==> src/rtl/uart_tx_scheduler.sv <==
`timescale 1ns/1ps
// uart_tx_scheduler
// Shares the single UART TX line between two byte requesters (0: CPU store
// path, 1: RX echo/debug path). Grants one requester per frame, starts the baud
// generator, shifts 1 start bit, DATA_W data bits (LSB first) and 1 stop bit on
// baud ticks, then waits for the generator's finish pulse before serving again.
//
// Build option: UART_ARB_RR_EN defined -> round-robin tie-break with a 1-bit
// pointer; undefined -> fixed priority, requester 0 wins ties.
//
// Ports:
//   sysclk, reset           clock, asynchronous active-high reset
//   en                      TX enable; gates new grants only
//   reqN_valid/data/ack     requester handshake; ack is a 1-cycle pulse
//   baud_trigger            start request to baud generator (high in TRIG)
//   baud_enable             enable to baud generator, follows en
//   baud_status/tick/finish baud generator running / bit-slot pulse / frame end
//   tx                      serial output, idles high
//   busy                    high whenever not IDLE
//   grant_id                owner of current or most recent frame
//   frame_err, err_clr      sticky early-finish flag and its clear
module uart_tx_scheduler #(
  parameter int unsigned DATA_W = 8
) (
  input  logic              sysclk,
  input  logic              reset,
  input  logic              en,
  input  logic              req0_valid,
  input  logic [DATA_W-1:0] req0_data,
  output logic              req0_ack,
  input  logic              req1_valid,
  input  logic [DATA_W-1:0] req1_data,
  output logic              req1_ack,
  output logic              baud_trigger,
  output logic              baud_enable,
  input  logic              baud_status,
  input  logic              baud_tick,
  input  logic              baud_finish,
  output logic              tx,
  output logic              busy,
  output logic              grant_id,
  output logic              frame_err,
  input  logic              err_clr
);

  localparam int unsigned     CNT_W  = $clog2(DATA_W + 2);
  localparam logic [CNT_W-1:0] STOP_K = CNT_W'(DATA_W + 1);

  typedef enum logic [1:0] {IDLE, TRIG, SEND, WAIT_FIN} state_t;

  state_t            state_q;
  logic [DATA_W-1:0] shift_q;
  logic [CNT_W-1:0]  cnt_q;
  logic              tx_q;
  logic              trig_q;
  logic              ack0_q;
  logic              ack1_q;
  logic              busy_q;
  logic              grant_q;
  logic              err_q;

  logic              any_req_c;
  logic              pick1_c;
  logic              grant_c;

  assign any_req_c = req0_valid | req1_valid;
  assign grant_c   = (state_q == IDLE) & en & any_req_c;

`ifdef UART_ARB_RR_EN
  // Pointer names the preferred requester on a tie; it flips to the loser.
  logic rr_q;

  assign pick1_c = req1_valid & (~req0_valid | rr_q);

  always_ff @(posedge sysclk or posedge reset) begin
    if (reset) begin
      rr_q <= 1'b0;
    end else if (grant_c) begin
      rr_q <= ~pick1_c;
    end
  end
`else
  assign pick1_c = req1_valid & ~req0_valid;
`endif

  // Frame sequencer: grant, trigger, shift on ticks, wait for finish.
  always_ff @(posedge sysclk or posedge reset) begin
    if (reset) begin
      state_q <= IDLE;
      shift_q <= '0;
      cnt_q   <= '0;
      tx_q    <= 1'b1;
      trig_q  <= 1'b0;
      ack0_q  <= 1'b0;
      ack1_q  <= 1'b0;
      busy_q  <= 1'b0;
      grant_q <= 1'b0;
      err_q   <= 1'b0;
    end else begin
      ack0_q <= 1'b0;
      ack1_q <= 1'b0;
      // A new error later in this block overrides the clear.
      if (err_clr) begin
        err_q <= 1'b0;
      end
      unique case (state_q)
        IDLE: begin
          tx_q   <= 1'b1;
          trig_q <= 1'b0;
          if (grant_c) begin
            shift_q <= pick1_c ? req1_data : req0_data;
            grant_q <= pick1_c;
            ack0_q  <= ~pick1_c;
            ack1_q  <= pick1_c;
            cnt_q   <= '0;
            trig_q  <= 1'b1;
            busy_q  <= 1'b1;
            state_q <= TRIG;
          end
        end
        TRIG: begin
          if (baud_status) begin
            trig_q  <= 1'b0;
            state_q <= SEND;
          end
        end
        SEND: begin
          if (baud_tick && (cnt_q == STOP_K)) begin
            // Stop bit; a finish coinciding with it is a normal end of frame.
            tx_q    <= 1'b1;
            cnt_q   <= cnt_q + CNT_W'(1);
            busy_q  <= ~baud_finish;
            state_q <= baud_finish ? IDLE : WAIT_FIN;
          end else if (baud_finish) begin
            // Generator ended the frame early: abandon it, no retry.
            err_q   <= 1'b1;
            tx_q    <= 1'b1;
            busy_q  <= 1'b0;
            state_q <= IDLE;
          end else if (baud_tick) begin
            cnt_q <= cnt_q + CNT_W'(1);
            if (cnt_q == '0) begin
              tx_q <= 1'b0;
            end else begin
              tx_q    <= shift_q[0];
              shift_q <= shift_q >> 1;
            end
          end
        end
        WAIT_FIN: begin
          tx_q <= 1'b1;
          if (baud_finish) begin
            busy_q  <= 1'b0;
            state_q <= IDLE;
          end
        end
        default: begin
          state_q <= IDLE;
        end
      endcase
    end
  end

  assign req0_ack     = ack0_q;
  assign req1_ack     = ack1_q;
  assign baud_trigger = trig_q;
  assign baud_enable  = en;
  assign tx           = tx_q;
  assign busy         = busy_q;
  assign grant_id     = grant_q;
  assign frame_err    = err_q;

endmodule

==> config.mk <==
export PLATFORM = sky130hd
export DESIGN_NAME = uart_tx_scheduler
export DESIGN_NICKNAME = d
export VERILOG_FILES = /design/src/rtl/uart_tx_scheduler.sv
export SDC_FILE = /design/constraint.sdc
export NUM_CORES = 1
export LEC_CHECK = 0
export ABC_CLOCK_PERIOD_IN_PS = 4990
export CORE_MARGIN = 1.5
export CORE_UTILIZATION = 40
export CTS_BUF_LIST = sky130_fd_sc_hd__clkbuf_8
export CTS_CLUSTER_DIAMETER = 80
export DETAILED_ROUTE_END_ITERATION = 6
export PLACE_DENSITY = 0.67
export SLEW_MARGIN = 20
export SYNTH_ARGS = -nofsm -noshare
export SYNTH_HDL_FRONTEND = slang
export SYNTH_SLANG_ARGS = --single-unit
==> constraint.sdc <==
create_clock -name sysclk -period 4.99 [get_ports sysclk]
set_clock_uncertainty 0.15 [all_clocks]
set_input_delay 1.2475 -clock sysclk [delete_from_list [all_inputs] [get_ports sysclk]]
set_output_delay 1.2475 -clock sysclk [all_outputs]
set_load 0.1 [all_outputs]
* Word-level counts from Yosys, hierarchy flattened
Index checks and enable logic that the tools add are counted.
Operators by class: $add $sub $neg 1, bitwise logic cells 7, equality and inequality tests 13, multiplexer cells 38, reduce and logical (&&, ||, !) cells 15
Operators by type and width (number):
- two-way mux 8 bit | 6
- two-way mux 1 bit | 17
- two-way mux 4 bit | 4
- one-hot mux 8 bit (2 select lines) | 1
- != test 2 bit (second input constant) | 6
- two-way mux 2 bit | 5
- AND reduction 2 bit | 5
- one-hot mux 2 bit (4 select lines) | 1
- one-hot mux 4 bit (2 select lines) | 1
- != test 3 bit (second input constant) | 2
- AND reduction 6 bit | 1
- nonzero test 2 bit | 3
- adder 4 x 1 -> 4 bit (second input constant) | 1
- == test 2 bit (second input constant) | 2
- == test 4 bit (second input constant) | 1
- logical NOT 4 bit | 1
- != test 4 bit (second input constant) | 1
- one-hot mux 1 bit (2 select lines) | 2
- AND reduction 4 bit | 1
- AND 1 bit | 3
- inverter 1 bit | 3
- one-hot mux 1 bit (3 select lines) | 1
- nonzero test 3 bit | 1
- == test 2 x 1 -> 1 bit (second input constant) | 1
- other kinds (4) | 4
Storage, ports and cells: output and inout bits 8, bits of input ports 25, flip-flop bits (word level) 21, logic and storage cells 84

* Logic depth before layout (Yosys ltp)
Gate-level depths: netlist of run 1.
word-level depth 6, mapped depth 8, mapped depth without buffers 6

* Least setup slack after synthesis of run 1
OpenSTA, ideal clock, no wires.
kind input port to output port, start in en, end out baud_enable, stages on the path 1, path slack 2.082 ns, required time 3.593 ns, path buffers 1, arrival time 1.511 ns, path through buf_4
RTL lines:
- start: declaration | RTL line 27 | input logic en,
- end: declaration | RTL line 35 | output logic baud_enable,
No word-level cell between the ends.

* Worst setup path in the final report of run 1
start in en, end out baud_enable
No word-level cell between the ends.

==> out/results.env, run 1 <==
CLKSLEWWORSTSETUPHOLDPATHS_PS=80
FF_LATCH_COUNT_SYNTH=21
TRITONCTS_CLOCK_TREE='done'
R2R-START='state_q[0]'
DETAILEDROUTE.FIRSTITERATIONVIOLATIONS=45
TIMING.SETUP.TNS_PS=0
COUNT_OF_CELL_TYPES_IN_THE_NETLIST=42
DRT.ANTENNA.VIOLATING_NETS=0
ROOT_BUFFER='clkbuf_8'
POST_CTS_REPAIR_RESIZE_COUNT=0
DIEAREA_MM2=0.00357
MAX_SLEW.WORST_PIN.SLEW_PS=973
AREA.GROWTH.SYNTH_TO_FINAL_PCT=29.3
CRITICAL_PATH_SLOWEST_STAGE_CELL='clkdlybuf4s50_1'
LAYOUT_SETUP_WS_PS=1480
CTS_SETUP_BUFFERS=0
PLACEABLECOREAREA_MM2=0.00305
CTS.HTREE.LEVELS=1
GRT_ANTENNA_BEFORE_REPAIR=0
NUMCTSBUFFERS=3
CELL_BY_CELL_TRACE_OF_THE_CRITICAL_PATH='clkdlybuf4s50_1, buf_4'
CTS_HOLD_BUFFERS=0
HALF_PERIMETER_WIRE_LENGTH_AFTER_DETAILED_PLACEMENT_UM=2170
MAX_STAGE_DELAY_PS=540
REG2REG_TO='shift_q[5]'
SYNTH.AVG_CELL_AREA_UM2=10.2
PORTBUFFERS=32
FLOORPLAN.INITIALDENSITY=0.422
CRITPATHARRIVALTIME_PS=2110
GRT_START_MAX_NET_PINS=22
SEQ_AREA_FRAC_SYNTH=0.409
GR-USAGE-MET1=0.219
RELSLEWSLACK=0.349
GRT_SETUP_UNREPAIRED='no'
GRT_UTIL_MET3=0.0281
FINAL_CLOCK_PERIOD_UTILIZATION_BY_THE_WORST_PATH=0.703
SETUP_VIOL_COUNT_FINAL=0
PWR-SHARE-SEQ=0.293
FLOORPLAN.DIE.WIDTH_UM=59.7
P_SWITCHING_W=0.000482
FINAL.FILL_COUNT=292
SYNTHESIS.YOSYS.WARNINGS=0
R2R_SETUP_SLACK_PS=2370
CTS.SINKS=21
VIAS_IN_THE_FIRST_GLOBAL_ROUTE=1078
DP_SLACK_PS=1480
WL_UM=2900
WIRE_PER_INST_UM=14.5
PATH_BUF_INV=2
FINAL_NETS=190
MIN_DELAY_WORST_ENDPOINT='shift_q[7]'
ASYNCSETRESETFLOPFRACSYNTH=1.00
LEAKAGEPOWER_nW=0.728
TOTALPOWERFINAL_W=0.000990
POWER_SWITCHING_SHARE=0.487
CRITPATHLAUNCHTYPE='primary input'
GLOBALPLACE.CONGESTION=0.824
OVERFLOW=0
MAPPEDNETLISTAREA_MM2=0.00129
INTERNAL_CELL_POWER_W=0.000508
RATIO_OF_CELLS_WITH_DRIVE_ABOVE_1_IN_THE_FINAL_LAYOUT=0.0962
SYNTH.NET_COUNT=159
POST_SYNTH_EDFFS=0
WORSTSETUPPATHTYPE='in -> out'
HP-CLASS='reg -> reg'
TIMING_HOLD_VIOLATIONS_FINAL=0
CTS_MAX_PATH_BUFFERS=2
SHORTEST_PERIOD_THE_WORST_PATH_ALLOWS_PS=3510
PLACEMENT_ROWS=20
DRC=0
DIE_HEIGHT_UM=59.7
TIMING.CRITICAL_PATH.MAX_DELAY_FAMILY='buffers and inverters'
RUN_STATUS='finished, final reports clean'
CP.REQUIRED_PS=3590
VIA_COUNT=1078
GLOBAL_ROUTE.USAGE.TOTAL=0.177
GRT.BUSIEST_LAYER='met2'
SYNTH_FLOP_CELL='dfrtp_1'
WORSTSETUPENDPOINTTYPE='output pin'
MAX_CAP_VIOL_COUNT=0
CLOCK_LATENCY_ON_THE_WORST_SKEW_PAIR_PS=260
SYN_INST=126
COMBINATIONALPOWERSHARE=0.595
WORSTHOLDSTART='shift_q[7]'
IR_DROP_V=0.000309
INSTANCE_COUNT_ALONG_THE_MOST_CRITICAL_HOLD_PATH=1
WORSTREGTOREGCELLS=6
DRV_SLEW=0
VIAS_PER_CELL=5.39
GLOBAL_ROUTE.USAGE.MET2=0.303
IO_PINS=33
ANTENNA-DIODE-COUNT=0
P_PER_CELL_AREA_mW_PER_MM2=594
MAXCLOCKFREQUENCY_GHz=0.285
POWER.SHARE.CLOCK=0.113
FIRST_PASS_ITERS=4
CRITPATHMAXFANOUT=5
GRT_PASS1_WL_UM=4760
-- cell type report --
class,count,area (um2),area share
Multi-Input combinational cell,87,676,0.406
Sequential cell,21,527,0.316
Timing Repair Buffer,32,318,0.191
Tap cell,44,55.1,0.0331
Inverter,12,45.0,0.0270
Clock buffer,3,41.3,0.0248
Clock inverter,1,3.75,0.00225
-- cell families (layout without fill, tap and decap cells) --
group	Yosys count	in the layout	share of synthesized area
AO/OA/AOI/OAI	39	39	0.236
AND/OR/NAND/NOR	30	30	0.128
flip-flops	21	21	0.409
buffers and inverters	18	48	0.0661
multiplexers	10	10	0.0826
adder cells (fa/ha/maj)	8	8	0.0777
-- cell usage after synthesis (all sizes together) (3+ instances only) --
cell | instances | share of area
dfrtp | 20 | 0.39
buf | 5 | 0.028
nand2 | 6 | 0.019
a21oi | 8 | 0.040
mux2i | 5 | 0.039
o21ai | 5 | 0.019
nand2b | 3 | 0.015
mux2 | 5 | 0.044
inv | 12 | 0.035
ha | 8 | 0.078
nand4 | 3 | 0.019
nor2 | 6 | 0.017
a2bb2oi | 5 | 0.034
nor3 | 3 | 0.012
o22ai | 6 | 0.029
-- power groups by stage --
stage          registers, W  logic (W)  clock network, W
3_3_place_gp       0.000288   0.000572                 0
2_1_floorplan      0.000423   0.000338                 0
6_report           0.000290   0.000588          0.000112
5_1_grt            0.000299   0.000641          0.000124
3_5_place_dp       0.000292   0.000589                 0
4_1_cts            0.000289   0.000591          0.000116
-- placed cells by master, fill, tap and decap left out, types with 3 or more instances in the layout --
cell type,n
clkbuf_8,3
mux2i_1,5
nor3_1,3
nor2_1,6
a2bb2oi_1,5
ha_1,8
dfrtp_1,20
nand2_1,5
clkdlybuf4s50_1,31
o22ai_1,6
mux2_2,5
inv_1,13
o21ai_0,4
a21oi_1,7
nand2b_1,3
-- registers in the layout, summed over array words and instances, names as in the netlist --
register / cells
grant_id: 1
req1_ack: 1
baud_trigger: 1
tx: 1
state_q: 2
shift_q: 8
req0_ack: 1
cnt_q: 4
busy: 1
frame_err: 1
-- worst max-delay path by stage --
stage / endpoint / cells after the start / startpoint
after global placement: baud_enable / 2 / en
after global routing: baud_enable / 2 / en
final: baud_enable / 2 / en
after floorplan: baud_enable / 1 / en
after CTS: baud_enable / 2 / en
after detailed placement: baud_enable / 2 / en
-- metal layers --
metal | wire (um) | vias to the layer above
li1 | - | 525
met1 | 1310 | 517
met2 | 1390 | 31
met3 | 154 | 5
met4 | 48 | 0
met5 | 0 | -
-- metrics by stage --
| stage | hold WS [ps] | util | instances | area (um2) |
|---|---|---|---|---|
| 2_1_floorplan | 301 | - | 126 | 1290 |
| 3_3_place_gp | 313 | 0.531 | 196 | 1620 |
| 3_5_place_dp | 328 | 0.531 | 196 | 1620 |
| 4_1_cts | 346 | 0.545 | 200 | 1670 |
| 5_1_grt | 383 | 0.545 | 200 | 1670 |
| 6_report | 347 | 0.545 | 200 | 1670 |
(Power assumes the default switching activity.)
==> run 2, diff against run 1 <==
--- a/config.mk
+++ b/config.mk
@@ -5,13 +5,13 @@
 export SDC_FILE = /design/constraint.sdc
 export NUM_CORES = 1
 export LEC_CHECK = 0
-export ABC_CLOCK_PERIOD_IN_PS = 4990
+export ABC_CLOCK_PERIOD_IN_PS = 3000
 export CORE_MARGIN = 1.5
 export CORE_UTILIZATION = 40
 export CTS_BUF_LIST = sky130_fd_sc_hd__clkbuf_8
 export CTS_CLUSTER_DIAMETER = 80
 export DETAILED_ROUTE_END_ITERATION = 6
-export PLACE_DENSITY = 0.67
+export PLACE_DENSITY = 0.7
 export SLEW_MARGIN = 20
 export SYNTH_ARGS = -nofsm -noshare
 export SYNTH_HDL_FRONTEND = slang
==> constraint.sdc (replaced) <==
create_clock -name sysclk -period 3 [get_ports sysclk]
set_clock_uncertainty 0.15 [all_clocks]
set_input_delay 0.75 -clock sysclk [delete_from_list [all_inputs] [get_ports sysclk]]
set_output_delay 0.75 -clock sysclk [all_outputs]
set_load 0.1 [all_outputs]
==> run 2 against run 1 <==
  * Sequential cell count stayed put
  * Combinational power is 66% higher
  * Sequential power is 66% higher
  * Clock power is 76% higher
  * Power is 67% higher
  * Count of clock-buffer cells in the layout stayed put
  * Wire length is 3.9% higher
  * First-iteration DRC count is 20% higher
  * Non-clock buffer count is 2 higher
  * Largest power group unchanged
  * Critical path depth stayed put
  * Hold slack worse by 13 ps
==> out/results.env, run 2 (synthesis gave the netlist of run 1 again) <==
RUN_STATUS='finished, final reports clean'  # unchanged
RATIO_OF_CELLS_WITH_DRIVE_ABOVE_1_IN_THE_FINAL_LAYOUT=0.158  # was 0.0962
FINAL.FILL_COUNT=300  # was 292
CTS_SETUP_BUFFERS=0  # unchanged
AREA.GROWTH.SYNTH_TO_FINAL_PCT=30.2  # was 29.3%
CTS_MAX_PATH_BUFFERS=2  # unchanged
DIEAREA_MM2=0.00357  # unchanged
CRITPATHMAXFANOUT=5  # unchanged
TIMING.SETUP.TNS_PS=0  # unchanged
HP-CLASS='reg -> reg'  # unchanged
WORSTSETUPENDPOINTTYPE='output pin'  # unchanged
CP.REQUIRED_PS=2100  # was 3590 ps
FLOORPLAN.DIE.WIDTH_UM=59.7  # unchanged
HALF_PERIMETER_WIRE_LENGTH_AFTER_DETAILED_PLACEMENT_UM=2230  # was 2170 um
PLACEABLECOREAREA_MM2=0.00305  # unchanged
GRT_START_MAX_NET_PINS=22  # unchanged
PLACEMENT_ROWS=20  # unchanged
IR_DROP_V=0.000423  # was 0.000309 V
OVERFLOW=0  # unchanged
CELL_BY_CELL_TRACE_OF_THE_CRITICAL_PATH='clkdlybuf4s50_1, buf_12'  # was clkdlybuf4s50_1, buf_4
MIN_DELAY_WORST_ENDPOINT='shift_q[7]'  # unchanged
CRITICAL_PATH_SLOWEST_STAGE_CELL='clkdlybuf4s50_1'  # unchanged
INSTANCE_COUNT_ALONG_THE_MOST_CRITICAL_HOLD_PATH=1  # unchanged
AREA.SEQUENTIAL_UM2=527  # unchanged
MAX_STAGE_DELAY_PS=590  # was 540 ps
LARGEST_REG_FLOPS=8  # unchanged
ROOT_BUFFER='clkbuf_8'  # unchanged
DRV_SLEW=0  # unchanged
MAX_SLEW.WORST_PIN.SLEW_PS=827  # was 973 ps
DRT.ANTENNA.VIOLATING_NETS=0  # unchanged
CRITPATHARRIVALTIME_PS=1560  # was 2110 ps
VIAS_IN_THE_FIRST_GLOBAL_ROUTE=1142  # was 1,078
TRITONCTS_CLOCK_TREE='done'  # unchanged
LARGEST_REGISTER='shift_q'  # unchanged
CTS.HTREE.LEVELS=1  # unchanged
TIMING.CRITICAL_PATH.MAX_DELAY_FAMILY='buffers and inverters'  # unchanged
ANTENNA-DIODE-COUNT=0  # unchanged
DETAILEDROUTE.FIRSTITERATIONVIOLATIONS=54  # was 45
PATH_BUF_INV=2  # unchanged
FIRST_PASS_ITERS=4  # unchanged
IO_PINS=33  # unchanged
R2R-START='state_q[1]'  # was state_q[0]
TIMING_HOLD_VIOLATIONS_FINAL=0  # unchanged
MOST_COMMON_CELL_AFTER_LAYOUT_FILL_AND_TAPS_ASIDE='clkdlybuf4s50_1'  # unchanged
VIAS_PER_CELL=5.39  # about the same
DIE_HEIGHT_UM=59.7  # unchanged
WORSTHOLDSTART='shift_q[7]'  # unchanged
CP-STARTPOINT='en'  # unchanged
FLOORPLAN.INITIALDENSITY=0.422  # unchanged
PLACE_INST=198  # was 196
MULTI_INPUT_COMB_AREA_UM2=676  # unchanged
PORTBUFFERS=32  # unchanged
REG2REG_TO='shift_q[5]'  # unchanged
LAYOUT_TOP_REGISTERS='shift_q x8, cnt_q x4, state_q x2'  # unchanged
WORSTREGTOREGCELLS=6  # unchanged
GRT_ANTENNA_BEFORE_REPAIR=0  # unchanged
DRC=0  # unchanged
FINAL_NETS=192  # was 190
MAXCLOCKFREQUENCY_GHz=0.407
GRT_SETUP_UNREPAIRED='no'  # unchanged
NUMCTSBUFFERS=3  # unchanged
P_PER_CELL_AREA_mW_PER_MM2=987  # was 594 mW/mm2
POST_CTS_REPAIR_RESIZE_COUNT=0  # unchanged
GLOBAL_ROUTE.USAGE.TOTAL=0.183  # was 0.177
WORSTSETUPPATHTYPE='in -> out'  # unchanged
VIA_COUNT=1088  # was 1,078
SHORTEST_PERIOD_THE_WORST_PATH_ALLOWS_PS=2460
FINAL_CLOCK_PERIOD_UTILIZATION_BY_THE_WORST_PATH=0.820
GRT_PASS1_WL_UM=4970  # was 4760 um
R2R_SETUP_SLACK_PS=700  # was 2370 ps
CTS_HOLD_BUFFERS=0  # unchanged
RELSLEWSLACK=0.448  # was 0.349
CLKSLEWWORSTSETUPHOLDPATHS_PS=90  # was 80 ps
CRITPATHLAUNCHTYPE='primary input'  # unchanged
WL_UM=3010  # was 2900 um
GLOBALPLACE.CONGESTION=0.844  # was 0.824
WIRE_PER_INST_UM=14.9  # was 14.5 um
MOSTFREQUENTLAYOUTCELLS='clkdlybuf4s50_1 (24), dfrtp_1 (20), inv_1 (12)'  # was clkdlybuf4s50_1 (31), dfrtp_1 (20), inv_1 (13)
CLOCK_LATENCY_ON_THE_WORST_SKEW_PAIR_PS=270  # was 260 ps
POST_LAYOUT_NONFILLER_INSTANCES=202  # was 200
LEAKAGEPOWER_nW=0.749  # was 0.728 nW
CTS.SINKS=21  # unchanged
SETUP_VIOL_COUNT_FINAL=0  # unchanged
MAX_CAP_VIOL_COUNT=0  # unchanged
run 2: cell types whose count changed in the layout (fill, tap and decap cells not counted):
cell	before	now
buf_4	1	9
buf_12	0	1
inv_1	13	12
clkinv_2	0	1
clkdlybuf4s50_1	31	24
run 2: power breakdown:
part / switching [W] / internal (W) / total (W)
clock network: 0.000104 / 0.0000929 / 0.000197
logic: 0.000628 / 0.000348 / 0.000976
registers: 0.0000790 / 0.000402 / 0.000481
run 2: worst max-delay path by stage:
stage	to	slack (ps)	cells past startpoint
4_1_cts	baud_enable	540	2
3_5_place_dp	shift_q[5]	260	5
6_report	baud_enable	540	2
5_1_grt	shift_q[5]	440	5
3_3_place_gp	shift_q[5]	400	5
2_1_floorplan	baud_enable	1090	1
run 2: stage by stage:
stage / hold WS [ps] / instance area (um2) / util / setup WS (ps) / power, W
2_1_floorplan: 301 / 1290 / - / 1090 / 0.00126
3_3_place_gp: 311 / 1630 / 0.534 / 396 / 0.00143
3_5_place_dp: 319 / 1630 / 0.534 / 264 / 0.00146
4_1_cts: 339 / 1680 / 0.549 / 538 / 0.00166
5_1_grt: 345 / 1680 / 0.549 / 439 / 0.00177
6_report: 334 / 1680 / 0.549 / 541 / 0.00165
run 2: layer usage:
layer | routed length, um | GRT usage
met1 | 1260 | 0.223
met2 | 1510 | 0.317
met3 | 195 | 0.0498
met5 | 0 | 0
met4 | 37 | 0.0508
run 2: area by class of cell:
cell class / count / share of cell area
multi-input combinational: 87 / 0.403
clock inverter: 1 / 0.00299
tap: 44 / 0.0328
timing repair buffer: 34 / 0.196
sequential: 21 / 0.314
inverter: 12 / 0.0269
clock buffer: 3 / 0.0246
